## src/rtl/mux_serializer_pkg.sv

```systemverilog
// Shared types for the 64-bit mux serializer: word/index typedefs, FSM states and
// the counter-to-select bit-order mapping.
package mux_serializer_pkg;

    localparam int SEL_W = 6;
    localparam int WIDTH = 2 ** SEL_W;

    typedef logic [WIDTH-1:0] word_t;
    typedef logic [SEL_W-1:0] idx_t;

    // PARITY is only reachable when SERIALIZER_PARITY_EN is defined
    typedef enum logic [1:0] {
        IDLE,
        SHIFT,
        PARITY
    } ser_state_t;

    function automatic idx_t sel_map(input idx_t idx, input bit msb_first);
        return msb_first ? ~idx : idx;
    endfunction

endpackage

```

## src/rtl/multiplexor6.sv

```systemverilog
// 64:1 bit selector: out is in[sel].
module multiplexor6 (
    input  logic [63:0] in,
    input  logic [5:0]  sel,
    output logic        out
);

    assign out = in[sel];

endmodule

```

## src/rtl/mux_serializer.sv

```systemverilog
// Parallel-to-serial stage feeding multiplexor6 from a shadow word and a bit counter.
// Define SERIALIZER_PARITY_EN to append an even-parity beat after each word.
module mux_serializer #(
    parameter int SEL_W     = 6,
    parameter bit MSB_FIRST = 1'b0
) (
    input  logic                  clk,
    input  logic                  rst_n,
    input  logic [2**SEL_W-1:0]   din,
    input  logic                  din_valid,
    output logic                  din_ready,
    output logic                  ser_out,
    output logic                  ser_valid,
    input  logic                  ser_ready,
    output logic                  ser_last,
    output logic [SEL_W-1:0]      bit_idx,
    output logic                  busy
);

    import mux_serializer_pkg::*;

    localparam logic [SEL_W-1:0] idx_last = '1;

    ser_state_t             state;
    logic [2**SEL_W-1:0]    shadow;
    logic [SEL_W-1:0]       idx;
    logic [SEL_W-1:0]       sel;
    logic                   mux_out;
    logic                   at_end;
    logic                   in_beat;
    logic                   out_beat;

    assign sel       = sel_map(idx, MSB_FIRST);
    assign at_end    = (idx == idx_last);
    assign ser_valid = (state != IDLE);
    assign busy      = (state != IDLE);
    assign bit_idx   = idx;
    assign in_beat   = din_valid && din_ready;
    assign out_beat  = ser_valid && ser_ready;

    multiplexor6 u_sel (
        .in  (shadow),
        .sel (sel),
        .out (mux_out)
    );

`ifdef SERIALIZER_PARITY_EN
    assign din_ready = (state == IDLE) || ((state == PARITY) && ser_ready);
    assign ser_last  = (state == PARITY);
    assign ser_out   = (state == PARITY) ? ^shadow : mux_out;
`else
    // Only combinational path from ser_ready: lets the next word land on the last beat
    assign din_ready = (state == IDLE) || ((state == SHIFT) && at_end && ser_ready);
    assign ser_last  = (state == SHIFT) && at_end;
    assign ser_out   = mux_out;
`endif

    always_ff @(posedge clk or negedge rst_n) begin
        if (!rst_n) begin
            state  <= IDLE;
            shadow <= '0;
            idx    <= '0;
        end else begin
            unique case (state)
                IDLE: begin
                    if (in_beat) begin
                        shadow <= din;
                        idx    <= '0;
                        state  <= SHIFT;
                    end
                end
                SHIFT: begin
                    if (out_beat) begin
                        if (!at_end) begin
                            idx <= idx + 1'b1;
                        end else begin
`ifdef SERIALIZER_PARITY_EN
                            // idx holds at the last position through the parity beat
                            state <= PARITY;
`else
                            idx <= '0;
                            if (in_beat) begin
                                shadow <= din;
                            end else begin
                                state <= IDLE;
                            end
`endif
                        end
                    end
                end
                PARITY: begin
`ifdef SERIALIZER_PARITY_EN
                    if (out_beat) begin
                        idx <= '0;
                        if (in_beat) begin
                            shadow <= din;
                            state  <= SHIFT;
                        end else begin
                            state <= IDLE;
                        end
                    end
`else
                    state <= IDLE;
`endif
                end
                default: state <= IDLE;
            endcase
        end
    end

endmodule

```

## config.mk

```make
export PLATFORM = sky130hd
export DESIGN_NAME = mux_serializer
export DESIGN_NICKNAME = d
export VERILOG_FILES = /design/src/rtl/mux_serializer_pkg.sv /design/src/rtl/multiplexor6.sv /design/src/rtl/mux_serializer.sv
export SDC_FILE = /design/constraint.sdc
export NUM_CORES = 1
export LEC_CHECK = 0
export ABC_AREA = 1
export CAP_MARGIN = 20
export CORE_MARGIN = 1
export CORE_UTILIZATION = 40
export CTS_CLUSTER_SIZE = 40
export DETAILED_ROUTE_END_ITERATION = 10
export GPL_TIMING_DRIVEN = 0
export PLACE_DENSITY = 0.66
export SYNTH_ARGS = -nofsm -noshare
export SYNTH_HDL_FRONTEND = slang
export SYNTH_SLANG_ARGS = --single-unit
```

## constraint.sdc

```tcl
create_clock -name clk -period 4.9 [get_ports clk]
set_clock_uncertainty 0.05 [all_clocks]
set_input_delay 0.49 -clock clk [delete_from_list [all_inputs] [get_ports clk]]
set_output_delay 0.49 -clock clk [all_outputs]
set_load 0.02 [all_outputs]
```

**After elaboration in Yosys (flattened, before gate mapping)**

Index checks and enable logic that the tools add are counted.

- Add/sub/neg operators: 1
- $lt $le $gt $ge: 1
- Equality and inequality tests: 6
- Mux-type cells: 15
- Reduce and logical (&&, ||, !) cells: 11

Operator list:

| kind | number |
|---|---|
| 2-to-1 mux 64 bit | 3 |
| one-hot mux 64 bit (2 select lines) | 1 |
| 2-to-1 mux 6 bit | 3 |
| one-hot mux 6 bit (2 select lines) | 1 |
| 2-to-1 mux 2 bit | 4 |
| inequality test 2 bit, second input constant | 4 |
| < comparator 6 x 7 -> 1 bit, second input constant | 1 |
| adder 6 x 1 -> 6 bit, second input constant | 1 |
| binary-select mux 1 bit (select 6 bit) | 1 |
| == test 6 bit, second input constant | 1 |
| AND reduction 3 bit | 2 |
| logical AND 1 bit | 4 |
| one-hot mux 2 bit (2 select lines) | 1 |
| AND reduction 4 bit | 1 |
| nonzero test 2 bit | 2 |
| == test 2 x 1 -> 1 bit, second input constant | 1 |
| zero test 2 bit | 1 |
| logical OR 1 bit | 1 |
| 2-to-1 mux 1 bit | 1 |

- Register bits after elaboration: 72
- Bits of input ports: 68
- Output and inout bits: 11
- Logic and storage cells: 37

**Longest topological paths before layout**

Gate-level depths: netlist of run 1.

- Word-level depth: 9
- Depth in mapped cells: 10

**By module**

From an unflattened synthesis of run 1, not the netlist that was laid out.

- Cell total of the unflattened synthesis: 482
- Area, all modules: 3,631.0 µm²

Modules (own cells, without submodules):

| module | times used | cells an instance | area an instance (µm²) |
|---|---|---|---|
| mux_serializer | 1 | 330 | 2,934.1 |
| multiplexor6 | 1 | 152 | 696.9 |

**Worst setup path before layout of run 1**

Ideal clock, no wire load.

- Kind: flip-flop to output port
- From: register idx[0], in the netlist bit_idx[0]
- To: output port ser_out
- Data arrival time: 1.543 ns
- Path slack: 2.817 ns
- Stages on the path, launching flop included: 10
- Buffers on the path: 2
- Cells stage by stage: dfrtp_1 -> buf_2 -> clkbuf_1 -> nand2_1 -> nand3_1 -> nand3_1 -> nand3_1 -> nand3_1 -> nand3_1 -> nand2_1

- Word-level cells in the longest chain between the ends: 2

Ends and longest elaborated chain:

| item | RTL line | RTL |
|---|---|---|
| start, declared | mux_serializer.sv:26 | `logic [SEL_W-1:0] idx;` |
| start signal, assigned | mux_serializer.sv:75 | `idx <= idx + 1'b1;` |
| binary-select mux 1 bit (select 6 bit) | multiplexor6.sv:8 | `assign out = in[sel];` |
| 2-to-1 mux 1 bit (not written as such) | multiplexor6.sv:8 |  |
| end, declared | mux_serializer.sv:12 | `output logic ser_out,` |

Every way passes these cells. The select of a mux whose other input is x is not followed.

**Final worst setup path of run 1**

- From: register idx[1], in the netlist bit_idx[1]
- To: output port ser_out

Same word-level chain as after synthesis.

==> run_results.csv, run 1 <==
group,metric,value,unit
grt,overflow,0,
routing,dr.pass1.iters,5,
synthesis,avgSynthCellArea,7.677,um2
cts,cts_buffers,9,
finish,layout-drive-gt1-share,7.804,%
sta,finalSetupViolCount,0,
routing,drc,0,
grt,grt_use_met1,29.51,%
sta,period_share,65.50,%
place,place_congestion,0.8719,
place,io_buffers,78,
cts,post-cts-setup-buffers,0,
routing,wl,9187,um
cts,cts.htree.levels,3,
synthesis,yosysUniqueCellTypes,23,
cts,clock_latency,340,ps
worst_setup_path,r2r_slack,2840,ps
synthesis,synth_most_common_cell,"nand2_1",
grt,antenna_found_initial,0,
sta,min_period,3209,ps
sta,setup-tns-final,0,ps
grt,grt_first_pass_wirelength,15120,um
sta,worst_pin_slew,913.1,ps
routing,vias,3260,
grt,met3_usage,4.147,%
synthesis,synth_area_leaders,"dfrtp_1 51%, nand3_1 11%, nand2_1 10%",
sta,report.final.hold_viol_count,0,
floorplanning,ioPinCount,79,
cts,ctsResizeCount,0,
finish,final_cell_area,4594,um2
synthesis,syn-num-nets,526,
grt,grt_busiest_layer,"met2",
worst_setup_path,worst-path-max-fanout,10,
place,place.detailed.hpwl,6640,um
sta,relSlewSlack,39.13,%
finish,nets,615,
worst_setup_path,reg2reg_depth,10,
worst_setup_path,r2r-start,"bit_idx[1]",
synthesis,synth_top_area_share,50.64,%
cts,clockBufferDepth,2,
grt,use_met2,34.35,%
flow_run,cap_violations,0,
pwr,pwr_density_cell,478.0,nW/um2
synthesis,synth_edf_count,0,
finish,fin_cells,656,
routing,detail-route-antenna-nets,0,
routing,via_per_inst,4.970,
cts,cts_tree,"done",
floorplanning,dieArea,9150,um2
synthesis,netlist_area,3508,um2
cts,root_buffer,"clkbuf_8",
grt,track_usage,22.27,%
synthesis,synth_cells,457,
synthesis,synthArstFlopShare,100.0,%
place,dpl-instance-area,4418,um2
worst_setup_path,cp-end-kind,"primary output",
synthesis,synth_seq_area_share,50.64,%
grt,grt_pass1_vias,3187,
cts,cts_sinks,71,
outcome,status,"complete, no violations",
worst_setup_path,startpoint,"bit_idx[1]",
worst_setup_path,start_kind,"flop",
routing,wire_per_inst,14.00,um
sta,drv_slew,0,
synthesis,ys.flop_type,"dfrtp_1",
sta,timing.fmax,311.6,MHz
pwr,ir_drop,167.8,uV
synthesis,yosysWarningCount,0,
floorplanning,core_area,8341,um2
grt,grt_max_degree,72,
floorplanning,dieWidth,95.66,um
worst_setup_path,cp_data_required_time,4360,ps
cts,path_clk_slew,70,ps
floorplanning,num_rows,33,
routing,drtIter0Drc,207,
synthesis,synthTopCellsByCount,"97 x nand2_1, 75 x nand3_1, 71 x dfrtp_1",
worst_setup_path,cp_data_arrival_time,2670,ps
floorplanning,die_h,95.66,um
sta,grt_setup_unrepaired,"no",
synthesis,synth_top_cell_by_area,"dfrtp_1",
place,dp_cells,640,
synthesis,ys_ff_latch,71,
finish,diodes,0,
pwr,p_leak,2.259,nW
finish,area_delta_synth_final,30.96,%
worst_setup_path,crit_type,"flop to primary output",
floorplanning,initial_core_util,42.06,%
cts,ctsHoldBuffers,0,
hold_path,hold_class,"input pin to asynchronous set/reset pin",
==> power by group <==
| part | total (mW) | internal [mW] | switching, mW | leakage (nW) |
|---|---|---|---|---|
| logic | 0.870 | 0.354 | 0.516 | 1.39 |
| registers | 0.901 | 0.789 | 0.112 | 0.781 |
| clock network | 0.425 | 0.210 | 0.215 | 0.0894 |
| total | 2.20 | 1.35 | 0.843 | 2.26 |
==> flip-flops by register name, summed over array words and instances, names as in the netlist <==
register,flops
bit_idx,6
shadow,64
state,1
==> critical path, cell delays in order, from the launching register on <==
cell and delay (ps):
dfrtp_1 450, inv_1 170, clkbuf_1 480, nand3_1 150, nand3_1 100, nand3_1 100, nand3_1 100, nand3_1 70
nand2_1 90, clkdlybuf4s50_1 600
==> kinds of logic after synthesis <==
| logic type | count (synthesis) | synth area share [%] |
|---|---|---|
| simple gates | 248 | 30.64 |
| flops | 71 | 50.64 |
| buf+inv | 80 | 9.593 |
| fa+ha+maj | 1 | 0.3566 |
| compound gates | 57 | 8.773 |
==> path summary, 6_finish.rpt <==
check,to
max,ser_out
min,shadow[2]
max reg2reg,shadow[2]
min reg2reg,shadow[52]
max in group asynchronous,shadow[27]
min in group clk,shadow[52]
==> final cells by class <==
| type | instances | area (um2) |
|---|---|---|
| clock inverter | 3 | 17.52 |
| tap | 105 | 131.4 |
| sequential | 71 | 1777 |
| inverter | 53 | 198.9 |
| fill | 823 | 3746 |
| timing repair buffer | 78 | 778.2 |
| clock buffer | 13 | 158.9 |
| buffer | 27 | 137.6 |
| multi-input combinational | 306 | 1395 |
==> layout by cell type (no fill, tap or decap) <==
cell             netlist  routed
buf_4                  2       3
clkinvlp_4             0       1
clkdlybuf4s50_1        0      77
o211ai_1               5       5
a31oi_2                1       1
dfrtp_1               71      71
inv_2                  1       1
clkbuf_8               0      11
clkinv_2               0       2
clkbuf_1              12      14
o21ai_0                3       3
nor4_1                 1       1
or2_2                  8       8
nor3b_1                2       2
nor2_4                 2       2
buf_2                 11      11
nand2_1               97      97
buf_6                  2       2
inv_1                 51      51
nor2_1                61      61
nand3_1               75      75
nand2_2                1       1
clkinv_1               1       1
o22ai_1                2       2
ha_1                   1       1
a21oi_1               46      46
nand4_1                1       1
==> routing by layer <==
metal | up-vias | share of wire, %
met5 | - | 0
met4 | 0 | 2.5
met3 | 18 | 6.0
met2 | 103 | 46
met1 | 1508 | 46
li1 | 1631 | -
==> metrics by stage <==
| step | hold slack [ps] | setup slack (ps) | total power, mW | utilization [%] |
|---|---|---|---|---|
| floorplan | 144.4 | 2817 | 1.444 | - |
| global placement | 405.7 | 926.0 | 1.760 | 53.00 |
| detailed placement | 406.9 | 2055 | 1.781 | 52.97 |
| CTS | 247.4 | 1657 | 2.212 | 55.09 |
| global route | 280.4 | 1466 | 2.361 | 55.09 |
| finish | 218.5 | 1691 | 2.196 | 55.09 |
No activity file was read; power rests on OpenSTA's default activity.
==> run 2: changes to the inputs <==
Settings changed: PLACE_DENSITY 0.66 to 0.68.
Clock period 4.9 ns to 2.9 ns, I/O delays scaled along.
==> run_results.csv, run 2 (synthesis results as in run 1) <==
group,metric,value,unit
routing,via_per_inst,5.054,
grt,grt_first_pass_wirelength,15500,um
sta,relSlewSlack,40.58,%
worst_setup_path,crit_chain,"ha_1 -> nand2_1 -> nor2_4 -> a31oi_2 -> nor2_4 -> buf_2 -> dlymetal6s2s_1",
worst_setup_path,crit_type,"flop to primary output",
finish,final_common_cell,"nand2_1",
worst_setup_path,slowest_stage,"dfrtp_1",
cts,root_buffer,"clkbuf_8",
cts,cts_sinks,71,
routing,drtIter0Drc,175,
outcome,status,"complete, no violations",
floorplanning,die_h,95.66,um
sta,period_share,83.99,%
cts,clockBufferDepth,2,
sta,drv_slew,0,
cts,post-cts-setup-buffers,0,
worst_setup_path,start_kind,"flop",
routing,wl,9330,um
flow_run,cap_violations,0,
cts,ctsResizeCount,6,
place,place.detailed.hpwl,6763,um
place,pre_cts_slack,209.5,ps
sta,finalSetupViolCount,0,
pwr,pwr_density_cell,794.7,nW/um2
routing,detail-route-antenna-nets,0,
worst_setup_path,startpoint,"bit_idx[1]",
sta,min_period,2436,ps
finish,area_delta_synth_final,30.74,%
floorplanning,dieWidth,95.66,um
sta,setup-tns-final,0,ps
worst_setup_path,cpPeakStageDelay,450,ps
finish,final_cell_area,4587,um2
sta,worst_pin_slew,891.3,ps
floorplanning,core_area,8341,um2
finish,diodes,0,
pwr,p_leak,2.301,nW
sta,fin_ws,464.2,ps
finish,largest_reg_flops,64,
routing,dr.pass1.iters,5,
grt,grt_max_degree,72,
worst_setup_path,cp_data_arrival_time,2100,ps
routing,wire_per_inst,14.27,um
worst_setup_path,reg2reg_depth,10,
cts,cts_tree,"done",
finish,postLayoutCoreUtil,55.00,%
worst_setup_path,cp_data_required_time,2560,ps
grt,track_usage,22.86,%
finish,layout-drive-gt1-share,9.107,%
floorplanning,ioPinCount,79,
worst_setup_path,cpMostUsedCell,"nor2_4",
sta,report.final.hold_viol_count,0,
place,dpl-instance-area,4418,um2
pwr,finalPower,3.645,mW
grt,overflow,0,
pwr,ir_drop,307.4,uV
place,io_buffers,78,
hold_path,hold_class,"input pin to asynchronous set/reset pin",
cts,clock_latency,340,ps
finish,layout_common_cells,"97 x nand2_1, 75 x nand3_1, 75 x clkdlybuf4s50_1",
floorplanning,initial_core_util,42.06,%
place,place_congestion,0.8731,
routing,vias,3305,
grt,antenna_found_initial,0,
cts,cts.htree.levels,3,
finish,nets,615,
cts,cts_buffers,9,
worst_setup_path,worst-path-max-fanout,10,
cts,ctsHoldBuffers,0,
grt,grt_pass1_vias,3250,
routing,drc,0,
sta,timing.fmax,410.5,MHz
floorplanning,dieArea,9150,um2
floorplanning,num_rows,33,
cts,path_clk_slew,70,ps
worst_setup_path,cp-end-kind,"primary output",
worst_setup_path,r2r-start,"bit_idx[1]",
finish,top_register,"shadow",
sta,grt_setup_unrepaired,"no",
-- run 2: metal layers --
layer	track usage, %	share of wire [%]
met4	10.45	2.6
met2	36.31	46
met1	30.88	46
met5	0	0
met3	3.349	6.3
-- run 2: worst max-delay path: cells and delay by family (launching register included) --
kind	cells	cell delay (ps)
buffers and inverters	2	480
flip-flops	1	450
AND/OR/NAND/NOR	3	460
adder cells (fa/ha/maj)	1	200
AO/OA/AOI/OAI	1	150
-- run 2: final cells by class --
cell class	instances	area, um2
Buffer	27	156.4
Clock buffer	12	135.1
Clock inverter	2	10.01
Fill cell	831	3754
Inverter	53	198.9
Multi-Input combinational cell	306	1395
Sequential cell	71	1777
Tap cell	105	131.4
Timing Repair Buffer	78	783.3
-- run 2: through the flow --
stage               instances  hold WS, ps
floorplan                 457       -55.59
global placement          640        406.9
detailed placement        640        410.3
CTS                       654        52.56
global route              654        97.06
finish                    654        19.31
-- run 2: path summary, 6_finish.rpt --
path / to / slack [ps]
worst max-delay path: din_ready / 460
worst min-delay path: shadow[62] / 20
worst max register to register: shadow[18] / 810
worst min register to register: shadow[50] / 420
max in group asynchronous: shadow[42] / 2200
min in group clk: shadow[50] / 420
-- run 2: report_power, final --
part           total (mW)  internal, mW  switching, mW
logic                1.48         0.613          0.866
clock network       0.637         0.299          0.338
registers            1.53          1.33          0.195
total                3.65          2.25           1.40
==> run 3: changes to the inputs <==
Settings changed: PLACE_DENSITY 0.68 to 0.66.
Clock period 2.9 ns to 2.55 ns, I/O delays scaled along.
==> run_results.csv, run 3 (synthesis results as in run 1) <==
group,metric,value,unit
flow_run,cap_violations,0,
routing,wire_per_inst,14.12,um
finish,diodes,0,
worst_setup_path,cp_num_buf_inv,2,
grt,met3_usage,4.147,%
routing,drc,0,
place,dp_cells,640,
cts,cts.htree.levels,3,
cts,cts_sinks,71,
worst_setup_path,crit_family,"simple AND/OR/NAND/NOR gates",
grt,grt_max_degree,72,
pwr,p_leak,2.306,nW
sta,hold_ws,-20.99,ps
worst_setup_path,crit_chain,"ha_1 -> nand2_1 -> nor2_4 -> a31oi_2 -> nor2_4 -> buf_2 -> clkbuf_2",
worst_setup_path,start_kind,"flop",
routing,dr.pass1.iters,4,
floorplanning,die_h,95.66,um
worst_setup_path,worst-path-max-fanout,10,
outcome,status,"finished, violations left",
sta,min_period,2347,ps
finish,area_delta_synth_final,31.38,%
finish,fin_cells,656,
cts,ctsHoldBuffers,0,
pwr,pwr-share-comb,39.7,%
grt,overflow,0,
grt,track_usage,22.29,%
pwr,power_frac_seq,41.0,%
place,place.detailed.hpwl,6640,um
floorplanning,dieArea,9150,um2
sta,timing.fmax,426.1,MHz
grt,antenna_found_initial,0,
sta,report.final.hold_viol_count,22,
grt,grt_busiest_layer,"met2",
place,place_congestion,0.8719,
floorplanning,initial_core_util,42.06,%
sta,period_share,92.04,%
hold_path,hold_class,"input pin to asynchronous set/reset pin",
grt,grt_first_pass_wirelength,15120,um
finish,nets,615,
pwr,ir_drop,323.3,uV
finish,final_common_cell,"nand2_1",
place,dpl-instance-area,4418,um2
routing,vias,3247,
sta,worst_pin_slew,903.4,ps
floorplanning,num_rows,33,
place,io_buffers,78,
grt,grt_pass1_vias,3184,
cts,clock_latency,350,ps
sta,relSlewSlack,39.77,%
pwr,internal-power,2.599,mW
worst_setup_path,crit_type,"flop to primary output",
pwr,p_clk_share,19.4,%
pwr,power.switching,1.633,mW
finish,layout-drive-gt1-share,9.982,%
cts,cts_buffers,9,
routing,wl,9260,um
sta,grt_setup_unrepaired,"no",
pwr,pwr_density_cell,918.1,nW/um2
outcome,violations,"negative hold slack",
finish,final_cell_area,4609,um2
finish,layout_common_cells,"97 x nand2_1, 75 x nand3_1, 74 x clkdlybuf4s50_1",
worst_setup_path,r2r_slack,480,ps
cts,path_clk_slew,70,ps
worst_setup_path,cpMostUsedCell,"nor2_4",
worst_setup_path,cp_data_arrival_time,2040,ps
cts,clockBufferDepth,2,
floorplanning,core_area,8341,um2
sta,finalSetupViolCount,0,
pwr,netSwitchingFraction,38.58,%
floorplanning,ioPinCount,79,
cts,cts_tree,"done",
finish,largest_reg_flops,64,
finish,top_register,"shadow",
routing,detail-route-antenna-nets,0,
sta,drv_slew,0,
worst_setup_path,cp_data_required_time,2250,ps
worst_setup_path,slowest_stage,"dfrtp_1",
grt,use_met2,34.40,%
worst_setup_path,cp-end-kind,"primary output",
routing,via_per_inst,4.950,
routing,drtIter0Drc,172,
grt,grt_use_met1,29.51,%
worst_setup_path,cpPeakStageDelay,450,ps
cts,root_buffer,"clkbuf_8",
floorplanning,dieWidth,95.66,um
run 3: final cells by class:
type,count,area [um2]
clock inverters,3,17.52
inverters,53,198.9
well taps,105,131.4
clock buffers,13,158.9
repair buffers,78,770.7
plain buffers,27,158.9
multi-input cells,306,1395
flip-flops and latches,71,1778
fillers,826,3731
run 3: metrics by stage:
| stage | util, % | power, mW | setup WS, ps | TNS (ps) | hold slack (ps) |
|---|---|---|---|---|---|
| final | 55.27 | 4.232 | 202.9 | 0 | -20.99 |
| after global routing | 55.27 | 4.534 | 71.43 | 0 | 45.39 |
| after CTS | 55.25 | 4.252 | 31.21 | 0 | 12.37 |
| after detailed placement | 52.97 | 3.423 | -60.28 | -60.28 | 393.6 |
| after global placement | 53.00 | 3.382 | -1189 | -84170 | 405.7 |
| after floorplan | - | 2.774 | 701.8 | 0 | -90.59 |
run 3: routing by layer:
layer / vias to the layer above / share of wire [%]
li1: 1629 / -
met1: 1504 / 46
met2: 94 / 46
met3: 20 / 5.6
met4: 0 / 2.7
met5: - / 0
run 3: power by group through the flow:
stage | combinational [mW] | sequential (mW) | clock, mW
2_1_floorplan | 1.04 | 1.73 | 0
3_3_place_gp | 1.64 | 1.74 | 0
3_5_place_dp | 1.67 | 1.75 | 0
4_1_cts | 1.68 | 1.73 | 0.839
5_1_grt | 1.88 | 1.77 | 0.878
6_report | 1.68 | 1.73 | 0.820
run 3: final timing paths:
| kind | startpoint | end | cells after the start |
|---|---|---|---|
| worst max-delay path | bit_idx[1] | din_ready | 7 |
| worst min-delay path | rst_n | shadow[2] | 1 |
| worst max register to register | bit_idx[1] | shadow[2] | 10 |
| worst min register to register | shadow[52] | shadow[52] | 2 |
| max in group asynchronous | rst_n | bit_idx[0] | 1 |
| min in group clk | din[1] | shadow[1] | 3 |
run 3: repair_timing:
action,CTS,global route
pin swaps,0,0
setup endpoints to repair,2,3
hold endpoints to repair,0,0
setup buffers,0,0
gates resized for setup,13,10
